--- config.mk ---
export PLATFORM = sky130hd
export DESIGN_NAME = vnp_flat
export DESIGN_NICKNAME = d
export VERILOG_FILES = /design/src/rtl/ldpc_pkg.sv /design/src/rtl/vnp_if.sv /design/src/rtl/vnp_sat_sub.sv /design/src/rtl/vnp.sv /design/src/flat_wrapper.sv
export SDC_FILE = /design/constraint.sdc
export NUM_CORES = 1
export LEC_CHECK = 0
export CELL_PAD_IN_SITES_DETAIL_PLACEMENT = 1
export CELL_PAD_IN_SITES_GLOBAL_PLACEMENT = 1
export CORE_MARGIN = 10
export CORE_UTILIZATION = 47
export DETAILED_ROUTE_END_ITERATION = 8
export GPL_TIMING_DRIVEN = 0
export PLACE_DENSITY_LB_ADDON = 0.12
export SLEW_MARGIN = 5
export SYNTH_ARGS = -nofsm -noshare
export SYNTH_HDL_FRONTEND = slang
export SYNTH_SLANG_ARGS = --single-unit
export TNS_END_PERCENT = 30
--- constraint.sdc ---
create_clock -name clk -period 7.6 [get_ports clk]
set_input_delay 1.52 -clock clk [delete_from_list [all_inputs] [get_ports clk]]
set_output_delay 1.52 -clock clk [all_outputs]
set_load 0.02 [all_outputs]
--- src/rtl/ldpc_pkg.sv ---
// ============================================================================
// Module   : ldpc_pkg
// Purpose  : Shared constants, message type, variable-node FSM states and the
//            -128 input clamp used by both the variable- and check-node passes.
// Revision : 1.0  initial release
// ============================================================================
`default_nettype none

package ldpc_pkg;

  localparam int W     = 8;     // message / LLR width, two's complement
  localparam int DV    = 3;     // variable-node degree
  localparam int DC    = 6;     // check-node degree
  localparam int N_VAR = 128;   // variable nodes per frame
  localparam int AW    = 10;    // message RAM address width
  localparam int ACC_W = W + 2; // llr + DV messages never overflow this

  typedef logic signed [W-1:0] msg_t;

  // Largest legal magnitudes; the most-negative code is reserved.
  localparam msg_t MSG_POS_MAX = {1'b0, {(W-1){1'b1}}};
  localparam msg_t MSG_NEG_MAX = {1'b1, {(W-2){1'b0}}, 1'b1};
  localparam msg_t MSG_MIN     = {1'b1, {(W-1){1'b0}}};

  typedef enum logic [2:0] {
    IDLE = 3'd0,
    RD   = 3'd1,
    ACC  = 3'd2,
    WR   = 3'd3,
    DONE = 3'd4
  } vnp_state_t;

  // The check pass takes |x|, so the asymmetric minimum is folded to -127.
  function automatic msg_t clamp127(input msg_t x);
    return (x == MSG_MIN) ? MSG_NEG_MAX : x;
  endfunction

endpackage

`default_nettype wire

--- src/rtl/vnp_if.sv ---
// ============================================================================
// Module   : vnp_if
// Purpose  : Channel-LLR RAM and message RAM port bundle of the variable-node
//            processor. Hard-decision signals exist only when VNP_HARD_DEC_EN
//            is defined.
// Revision : 1.0  initial release
// ============================================================================
`default_nettype none

interface vnp_if;
  import ldpc_pkg::*;

  logic [6:0]    llr_addr;
  msg_t          llr_din;
  logic [AW-1:0] mess_addra;
  logic [AW-1:0] mess_addrb;
  msg_t          mess_din;
  msg_t          mess_dout;
  logic          mess_web;
`ifdef VNP_HARD_DEC_EN
  logic          hard_bit;
  logic          hard_we;
`endif

`ifdef VNP_HARD_DEC_EN
  modport master (
    output llr_addr, mess_addra, mess_addrb, mess_dout, mess_web, hard_bit, hard_we,
    input  llr_din, mess_din
  );
  modport slave (
    input  llr_addr, mess_addra, mess_addrb, mess_dout, mess_web, hard_bit, hard_we,
    output llr_din, mess_din
  );
`else
  modport master (
    output llr_addr, mess_addra, mess_addrb, mess_dout, mess_web,
    input  llr_din, mess_din
  );
  modport slave (
    input  llr_addr, mess_addra, mess_addrb, mess_dout, mess_web,
    output llr_din, mess_din
  );
`endif

endinterface

`default_nettype wire

--- src/rtl/vnp_sat_sub.sv ---
// ============================================================================
// Module   : vnp_sat_sub
// Purpose  : Extrinsic message = total - own incoming message, saturated to
//            the symmetric range [-127, +127].
// Revision : 1.0  initial release
// ============================================================================
`default_nettype none

module vnp_sat_sub
  import ldpc_pkg::*;
(
  input  wire logic signed [ACC_W-1:0] acc_i,
  input  wire msg_t                    msg_i,
  output msg_t                         res_o
);

  localparam logic signed [W+2:0] C_HI = {4'b0000, {(W-1){1'b1}}};
  localparam logic signed [W+2:0] C_LO = -C_HI;

  logic signed [W+2:0] w_diff;

  // One extra bit over the accumulator covers acc +/- a full-scale message.
  always_comb begin
    w_diff = {acc_i[ACC_W-1], acc_i} - {{3{msg_i[W-1]}}, msg_i};
    if (w_diff > C_HI)
      res_o = MSG_POS_MAX;
    else if (w_diff < C_LO)
      res_o = MSG_NEG_MAX;
    else
      res_o = w_diff[W-1:0];
  end

endmodule

`default_nettype wire

--- src/rtl/vnp.sv ---
// ============================================================================
// Module   : vnp
// Purpose  : Variable-node processor for the (3,6) min-sum LDPC decoder.
//            Per node: read DV messages + channel LLR, total them, write DV
//            extrinsic messages back, optionally emit the hard decision.
//            Optional feature macro: VNP_HARD_DEC_EN (hard_bit / hard_we).
// Revision : 1.0  initial release
// ============================================================================
`default_nettype none

module vnp
  import ldpc_pkg::*;
#(
  parameter int N_VAR = ldpc_pkg::N_VAR
)(
  input  wire logic clk,
  input  wire logic rst_n,
  input  wire logic vnp_on,
  input  wire logic ce,
  output logic      process_finish,
  vnp_if.master     bus
);

  vnp_state_t               state_q, state_d;
  logic [6:0]               v_q, v_d;
  logic [1:0]               k_q, k_d;
  logic signed [ACC_W-1:0]  acc_q, acc_d;

  msg_t                     m_q [DV];
  msg_t                     llr_q;
  logic                     rdv_q;
  logic [1:0]               rdk_q;

  msg_t                     w_m_last;
  msg_t                     w_sat;
  logic [AW-1:0]            w_addr;
  logic                     w_wr;

  function automatic logic signed [ACC_W-1:0] sx(input msg_t x);
    return {{(ACC_W-W){x[W-1]}}, x};
  endfunction

  // Node base address plus message index; read and write share it.
  always_comb begin
    w_addr = AW'(v_q) * AW'(DV) + AW'(k_q);
  end

  // Last message of a node arrives during ACC's first cycle; after a stall
  // in ACC it is taken from the capture buffer instead.
  always_comb begin
    w_m_last = rdv_q ? clamp127(bus.mess_din) : m_q[DV-1];
  end

  // Next-state, counters and accumulator; vnp_on low overrides ce.
  always_comb begin
    state_d = state_q;
    v_d     = v_q;
    k_d     = k_q;
    acc_d   = acc_q;
    if (!vnp_on) begin
      state_d = IDLE;
      v_d     = '0;
      k_d     = '0;
      acc_d   = '0;
    end else if (ce) begin
      case (state_q)
        IDLE: begin
          state_d = RD;
          v_d     = '0;
          k_d     = '0;
        end
        RD: begin
          if (k_q == 2'(DV-1)) begin
            state_d = ACC;
            k_d     = '0;
          end else begin
            k_d = k_q + 2'd1;
          end
        end
        ACC: begin
          acc_d   = sx(llr_q) + sx(m_q[0]) + sx(m_q[1]) + sx(w_m_last);
          state_d = WR;
          k_d     = '0;
        end
        WR: begin
          if (k_q == 2'(DV-1)) begin
            k_d = '0;
            if (v_q == 7'(N_VAR-1)) begin
              state_d = DONE;
            end else begin
              state_d = RD;
              v_d     = v_q + 7'd1;
            end
          end else begin
            k_d = k_q + 2'd1;
          end
        end
        DONE: state_d = DONE;
        default: state_d = IDLE;
      endcase
    end
  end

  // FSM state, node/message counters and node total.
  always_ff @(posedge clk or negedge rst_n) begin
    if (!rst_n) begin
      state_q <= IDLE;
      v_q     <= '0;
      k_q     <= '0;
      acc_q   <= '0;
    end else begin
      state_q <= state_d;
      v_q     <= v_d;
      k_q     <= k_d;
      acc_q   <= acc_d;
    end
  end

  // Read-data capture tracks the address issued on the previous clock, so a
  // stall that holds the address simply re-captures identical data.
  always_ff @(posedge clk or negedge rst_n) begin
    if (!rst_n) begin
      rdv_q <= 1'b0;
      rdk_q <= '0;
      llr_q <= '0;
      for (int i = 0; i < DV; i++) m_q[i] <= '0;
    end else begin
      rdv_q <= vnp_on && (state_q == RD);
      rdk_q <= k_q;
      if (rdv_q) begin
        m_q[rdk_q] <= clamp127(bus.mess_din);
        llr_q      <= clamp127(bus.llr_din);
      end
    end
  end

  vnp_sat_sub u_sat (
    .acc_i (acc_q),
    .msg_i (m_q[k_q]),
    .res_o (w_sat)
  );

  // RAM-side outputs; writes are suppressed by a stall or a pass abort.
  always_comb begin
    w_wr           = vnp_on && ce && (state_q == WR);
    bus.llr_addr   = v_q;
    bus.mess_addra = w_addr;
    bus.mess_addrb = w_addr;
    bus.mess_web   = w_wr;
    bus.mess_dout  = (state_q == WR) ? w_sat : '0;
    process_finish = (state_q == DONE);
`ifdef VNP_HARD_DEC_EN
    bus.hard_bit   = acc_q[ACC_W-1];
    bus.hard_we    = w_wr && (k_q == 2'd0);
`endif
  end

endmodule

`default_nettype wire

--- src/flat_wrapper.sv ---
// flat-port wrapper written by rule: the top's interface ports become plain ports
module vnp_flat import ldpc_pkg::*;
#(
  parameter int N_VAR = ldpc_pkg::N_VAR
)
  (clk, rst_n, vnp_on, ce, process_finish, bus_llr_addr, bus_mess_addra, bus_mess_addrb, bus_mess_dout, bus_mess_web, bus_llr_din, bus_mess_din);
  vnp_if bus_i ();
  input  wire logic clk;
  input  wire logic rst_n;
  input  wire logic vnp_on;
  input  wire logic ce;
  output logic process_finish;
  output wire logic [$bits(bus_i.llr_addr)-1:0] bus_llr_addr;
  output wire logic [$bits(bus_i.mess_addra)-1:0] bus_mess_addra;
  output wire logic [$bits(bus_i.mess_addrb)-1:0] bus_mess_addrb;
  output wire logic [$bits(bus_i.mess_dout)-1:0] bus_mess_dout;
  output wire logic [$bits(bus_i.mess_web)-1:0] bus_mess_web;
  input wire logic [$bits(bus_i.llr_din)-1:0] bus_llr_din;
  input wire logic [$bits(bus_i.mess_din)-1:0] bus_mess_din;
  assign bus_llr_addr = bus_i.llr_addr;
  assign bus_mess_addra = bus_i.mess_addra;
  assign bus_mess_addrb = bus_i.mess_addrb;
  assign bus_mess_dout = bus_i.mess_dout;
  assign bus_mess_web = bus_i.mess_web;
  assign bus_i.llr_din = bus_llr_din;
  assign bus_i.mess_din = bus_mess_din;
  vnp #(.N_VAR(N_VAR)) u_core (.clk(clk), .rst_n(rst_n), .vnp_on(vnp_on), .ce(ce), .process_finish(process_finish), .bus(bus_i));
endmodule
Word level (Yosys, flattened, before mapping)
Cells that the tools add are included.
{"block": "totals", "word_cells": 81, "output_inout_bits": 37, "regBits": 57, "inputBits": 20}
{"block": "op_classes", "n_addsub": 7, "order_cmp": 5, "n_mux": 30, "bitwise_logic": 2, "mul": 1, "reduce_logical": 11, "n_eq_ne": 15}
{"cell": "$mux W8", "n": 9}
{"cell": "$mux W10", "n": 3}
{"cell": "$mux W7", "n": 4}
{"cell": "$bwmux W24", "n": 1}
{"cell": "$bmux W8 S2", "n": 1}
{"cell": "$demux W8 S2", "n": 1}
{"cell": "$eq A8 B8 Y1 const B", "n": 2}
{"cell": "$mux W3", "n": 5}
{"cell": "$pmux W3 S5", "n": 1}
{"cell": "$pmux W7 S2", "n": 1}
{"cell": "$gt A11 B8 Y1 const B", "n": 1}
{"cell": "$lt A11 B8 Y1 const B", "n": 1}
{"cell": "$sub A10 B8 Y11", "n": 1}
{"cell": "$add A10 B8 Y10", "n": 1}
{"cell": "$add A9 B2 Y10", "n": 1}
{"cell": "$add A9 B8 Y10", "n": 1}
{"cell": "$add A8 B8 Y9", "n": 1}
{"cell": "$mul A7 B2 Y9 const B", "n": 1}
{"cell": "$add A7 B1 Y7 const B", "n": 1}
{"cell": "$eq A7 B7 Y1 const B", "n": 1}
{"cell": "$eq A3 B2 Y1 const B", "n": 2}
{"cell": "$ge A3 B3 Y1 const B", "n": 2}
{"cell": "$mux W2", "n": 3}
{"cell": "$ne A3 B2 Y1 const B", "n": 2}
{"cell": "16 further kinds", "n": 24}

Logic depth before layout (Yosys ltp)
{"block": "logic_depth", "word_depth": 9, "mapped_depth": 18, "ltp_nobuf": 18}

By module
A second synthesis with hierarchy kept.
{"block": "hier_totals", "cells_unflattened": 497, "hier_area_um2": 4578.1}
{"module": "vnp", "area_per_inst_um2": 3870.0, "cells_per_inst": 396, "instances": 1, "seq_area_each_um2": 1426.4}
{"module": "vnp_sat_sub", "area_per_inst_um2": 708.2, "cells_per_inst": 101, "instances": 1, "seq_area_each_um2": 0.0}

Worst setup path before layout
Ideal clock, no wire load.
{"block": "synth_path", "path_kind": "register -> output", "from": "register u_core.k_q[1]", "to": "output port bus_mess_dout[0]", "t_arrival_ns": 3.202, "path_stages_with_launch": 13, "required_ns": 6.080, "setup_slack_ns": 2.878, "path_buffers": 1, "cell_sequence": "dfrtp_1 > clkbuf_1 > mux2i_1 > o21ai_0 > ha_1 > fa_1 > o21ai_2 > a311o_1 > a21oi_2 > nand2b_1 > a21oi_1 > mux2_2 > a21oi_2"}
{"block": "synth_between", "elab_chain_len": 9, "word_cells_on_any_way": 10}
{"item": "start: declaration", "line_no": "vnp.sv:26", "source": "logic [1:0] k_q, k_d;"}
{"item": "start signal: assignment", "line_no": "vnp.sv:114", "source": "k_q <= k_d;"}
{"item": "$not A2 Y3 (not written as such) (*)", "line_no": "vnp.sv:139", "source": ".msg_i (m_q[k_q]),"}
{"item": "$bmux W8 S2 (*)", "line_no": "vnp.sv:139"}
{"item": "$mux W8 (not written as such) (*) (2 in series)", "line_no": "vnp.sv:139"}
{"item": "$sub A10 B8 Y11 (*)", "line_no": "vnp_sat_sub.sv:24", "source": "w_diff = {acc_i[ACC_W-1], acc_i} - {{3{msg_i[W-1]}}, msg_i};"}
{"item": "$lt A11 B8 Y1", "line_no": "vnp_sat_sub.sv:27", "source": "else if (w_diff < C_LO)"}
{"item": "$mux W8", "line_no": "vnp_sat_sub.sv:27"}
{"item": "$mux W8 (*)", "line_no": "vnp_sat_sub.sv:25", "source": "if (w_diff > C_HI)"}
{"item": "$mux W8 (*)", "line_no": "vnp.sv:150", "source": "bus.mess_dout = (state_q == WR) ? w_sat : '0;"}
{"item": "end: declaration", "line_no": "flat_wrapper.sv:16", "source": "output wire logic [$bits(bus_i.mess_dout)-1:0] bus_mess_dout;"}
Mark *: on every way between the ends. The rest lies on a longest branch, timed or not. The select of a mux whose other input is x is not followed.

Worst setup path after layout
Same ends and word-level chain as after synthesis.

==> Implementation_results.wiki <==
{| class="wikitable"
! Metric !! Value
|-
| Result of the run || completed
|-
| Chain of cells forming the critical path || clkbuf_1 -> mux2i_1 -> nor2_1 -> a21oi_1 -> inv_1 -> fa_1 -> o21ai_2 -> a311o_1 -> a21oi_2 -> nand2b_1 -> a21oi_1 -> mux2_2 -> a21oi_2 -> clkdlybuf4s50_1
|-
| Worst-case clock buffer depth || 2
|-
| Post-cts gate resize count || 0
|-
| Placeable core area || 0.00915 sq mm
|-
| Peak ir drop on the vdd network || 136 uV
|-
| Family of cells with the greatest summed delay on the critical path || buffers and inverters
|-
| Comb pwr share || 57.2%
|-
| Transition time at the pin with the least slew margin || 0.983 ns
|-
| Power per Cell Area || 311 mW/mm^2
|-
| Initial antenna violation count || 0
|-
| Synthesized instance count || 456
|-
| Number of nets in the layout || 596
|-
| Setup repair after global routing missed its margin || no
|-
| DIE WIDTH || 116 um
|-
| Number of diodes || 0
|-
| Final hold vios || 0
|-
| Predominant post-synthesis flop cell || sky130_fd_sc_hd__dfrtp_1
|-
| TritonCTS clock tree || done
|-
| Placement-stage cell area || 0.00504 sq mm
|-
| Net switching component of the power || 681 uW
|-
| Slowest Stage Delay on Critical Path || 0.61 ns
|-
| Clk network pwr share || 17.9%
|-
| Top-Level Pins || 57
|-
| Avg Vias per Cell || 5.42
|-
| Netlist Area Pre-Place || 0.00436 sq mm
|-
| Yosys warning count || 0
|-
| Final antenna-violating net count || 0
|-
| CTS Buf Count || 9
|-
| Total negative slack || 0 ns
|-
| Switching share of power || 41.8%
|-
| Die outline area || 0.0135 sq mm
|-
| Clock latency of the later-clocked register in the worst-skew pair || 0.34 ns
|-
| Class of the tightest hold or removal check || reg -> reg
|-
| Area growth from synthesis to layout || 20.1%
|-
| Rel. slew slack || 34.3%
|-
| Pin count of the biggest net entering global routing || 58
|-
| GP Congestion || 0.800
|-
| P_leak || 0.00242 uW
|-
| TritonCTS Sinks || 57
|-
| Num rows || 35
|-
| CP Class || reg -> out
|-
| Pins over their slew limit || 0
|-
| Vias || 3450
|-
| Power Internal || 947 uW
|-
| Detailed placer's ending HPWL || 8.70 mm
|-
| First-pass GRT wire length || 19.1 mm
|-
| Average footprint of a synthesized cell || 9.55 sq um
|-
| Fraction of layout cells with a size suffix above 1 || 12.0%
|-
| Remaining global-route overflow || 0
|-
| Clock input transition at the sequential cells of the worst setup and hold paths || 0.07 ns
|-
| Total wire length || 11.1 mm
|-
| Final number of setup-violating endpoints || 0
|-
| Maximum achievable frequency || 161 MHz
|-
| EDFF count, synth || 0
|-
| Unique masters post-synth || 53
|-
| Minimum clock period || 6.21 ns
|-
| Maximum net fanout on the critical path || 10
|-
| Crit path max-delay cell type || sky130_fd_sc_hd__clkdlybuf4s50_1
|-
| Crit path arrival time || 4.69 ns
|-
| Layout Skew || 0.0127 ns
|-
| Total power || 1630 uW
|-
| Post-synth ARST share || 100%
|-
| Vias in the first global route || 3839
|-
| Required time worst endpoint || 6.08 ns
|-
| Quantity of I/O buffers inserted on ports || 54
|-
| Hold-fix buffers, CTS || 0
|-
| Number of design rule violations left after detail routing || 0
|-
| Initial core utilization || 47.6%
|-
| Per-cell routed wire length || 17.5 um
|-
| Sequential share of the synthesized area || 32.7%
|-
| Pre-Repair DR Iteration Count || 4
|-
| Flip-flop and latch count after synthesis || 57
|-
| Height of the chip || 116 um
|-
| Number of max-cap violations || 0
|-
| Crit. End Element || primary output
|-
| Final Cell Area || 0.00523 sq mm
|-
| Sort of element at the start of the critical path || flop
|-
| Number of post-CTS setup repair buffers || 0
|-
| Clock root buffer || sky130_fd_sc_hd__clkbuf_8
|-
| Flop pwr share || 24.9%
|-
| CTS H-Tree Depth || 3
|-
| Overall routing resource usage || 17.7%
|-
| CP Buf/Inv Count || 3
|-
| Period Utilization, post-route || 81.7%
|-
| Detailed router's first-iteration violation count || 101
|}
[cell families (layout without fill, tap and decap cells)]
family	count (synthesis)	count (layout)	share of synthesized area, %
AOI/OAI and AO/OA	93	93	13.2
xor gates and xnor gates	25	25	5.03
other	1	2	0.0861
and+or+nand+nor	108	108	12.6
muxes	38	38	9.57
DFF	57	57	32.7
adders and majority gates	54	54	19.0
buffers and inverters	80	149	7.84
[layout by cell type (no fill, tap or decap), drive strengths merged, types with 5 or more instances in the layout]
cell type      instances
mux2                  29
dfrtp                 57
ha                    34
buf                   13
xnor2                 16
nand4                  5
o21a                   8
mux2i                  9
a21oi                 28
inv                   59
nor2                  25
o21ai                 32
clkbuf                21
clkdlybuf4s50         53
nor2b                 14
nand2                 31
fa                    20
xor2                   9
[power groups by stage]
stage          Sequential, uW  Combinational [uW]  Clock, uW
2_1_floorplan             395                 711          0
3_3_place_gp              406                 864          0
3_5_place_dp              410                 910          0
4_1_cts                   405                 940        296
5_1_grt                   414                1090        308
6_report                  405                 931        292
[worst paths after layout]
kind                                          end  slack (ns)            start  cells past startpoint
worst max-delay path             bus_mess_dout[0]        1.39    u_core.k_q[1]                     14
worst min-delay path              u_core.acc_q[4]        0.49  u_core.acc_q[4]                      2
worst max register to register    u_core.acc_q[9]        2.98     u_core.rdv_q                     16
worst min register to register    u_core.acc_q[4]        0.49  u_core.acc_q[4]                      2
max in group asynchronous         u_core.acc_q[3]        5.84            rst_n                      1
min in group asynchronous       u_core.state_q[1]        1.23            rst_n                      1
[worst register-to-register path: cells and delay by family, from the launching register on]
family / cells / cell delay [ns]
buffers and inverters: 4 / 1.16
muxes: 1 / 0.42
DFF: 1 / 0.43
and+or+nand+nor: 3 / 0.40
adders and majority gates: 3 / 1.31
AOI/OAI and AO/OA: 4 / 0.61
xor gates and xnor gates: 1 / 0.16
[cell type report]
cell class                 instances  area [sq um]
fill                            1042          3920
multi-input combinational        320          2590
sequential                        57          1430
timing repair buffer              54           538
inverter                          59           221
clock buffer                      12           155
tap                              111           139
buffer                            21           120
clock inverter                     3          40.0
[through the flow]
step / setup WS (ns) / utilization, % / cells / hold WS, ns
2_1_floorplan: 2.88 / - / 457 / 0.408
3_3_place_gp: 1.82 / 55.1 / 622 / 0.470
3_5_place_dp: 1.73 / 55.0 / 622 / 0.477
4_1_cts: 1.37 / 57.2 / 637 / 0.496
5_1_grt: 1.10 / 57.2 / 637 / 0.530
6_report: 1.39 / 57.2 / 637 / 0.487
[sequential cells by signal (all words and copies together) (netlist names)]
register and count:
u_core.k_q 2, u_core.rdv_q 1, u_core.bus.llr_addr 7, u_core.acc_q 10, u_core.rdk_q 2, u_core.m_q 24
u_core.llr_q 8, u_core.state_q 3
[cells in the mapped netlist, types with 3 or more instances]
cell,n,area [sq um]
sky130_fd_sc_hd__inv_1,59,221
sky130_fd_sc_hd__dfrtp_1,57,1430
sky130_fd_sc_hd__ha_1,34,425
sky130_fd_sc_hd__nand2_1,31,116
sky130_fd_sc_hd__o21ai_0,29,145
sky130_fd_sc_hd__mux2_2,28,315
sky130_fd_sc_hd__a21oi_1,25,125
sky130_fd_sc_hd__nor2_1,25,93.8
sky130_fd_sc_hd__fa_1,20,400
sky130_fd_sc_hd__xnor2_1,16,140
sky130_fd_sc_hd__nor2b_1,14,87.6
sky130_fd_sc_hd__buf_4,11,82.6
sky130_fd_sc_hd__clkbuf_1,9,33.8
sky130_fd_sc_hd__mux2i_1,9,90.1
sky130_fd_sc_hd__xor2_1,9,78.8
sky130_fd_sc_hd__o21a_1,8,60.1
sky130_fd_sc_hd__nand4_1,5,31.3
sky130_fd_sc_hd__a21o_1,4,30.0
sky130_fd_sc_hd__and3_1,4,25.0
sky130_fd_sc_hd__nand2b_1,4,25.0
sky130_fd_sc_hd__nand3_1,4,20.0
sky130_fd_sc_hd__nor3b_1,4,30.0
sky130_fd_sc_hd__a21oi_2,3,26.3
sky130_fd_sc_hd__nor3_1,3,15.0
sky130_fd_sc_hd__o21bai_1,3,22.5
[metal layers]
metal / up-vias / share of wire, % / GRT usage, %
met4: 0 / 0.99 / 4.17
met3: 12 / 4.4 / 4.11
li1: 1658 / - / -
met5: - / 0 / 0
met1: 1728 / 46 / 22.0
met2: 52 / 49 / 30.3
No activity file was read; power rests on OpenSTA's default activity.
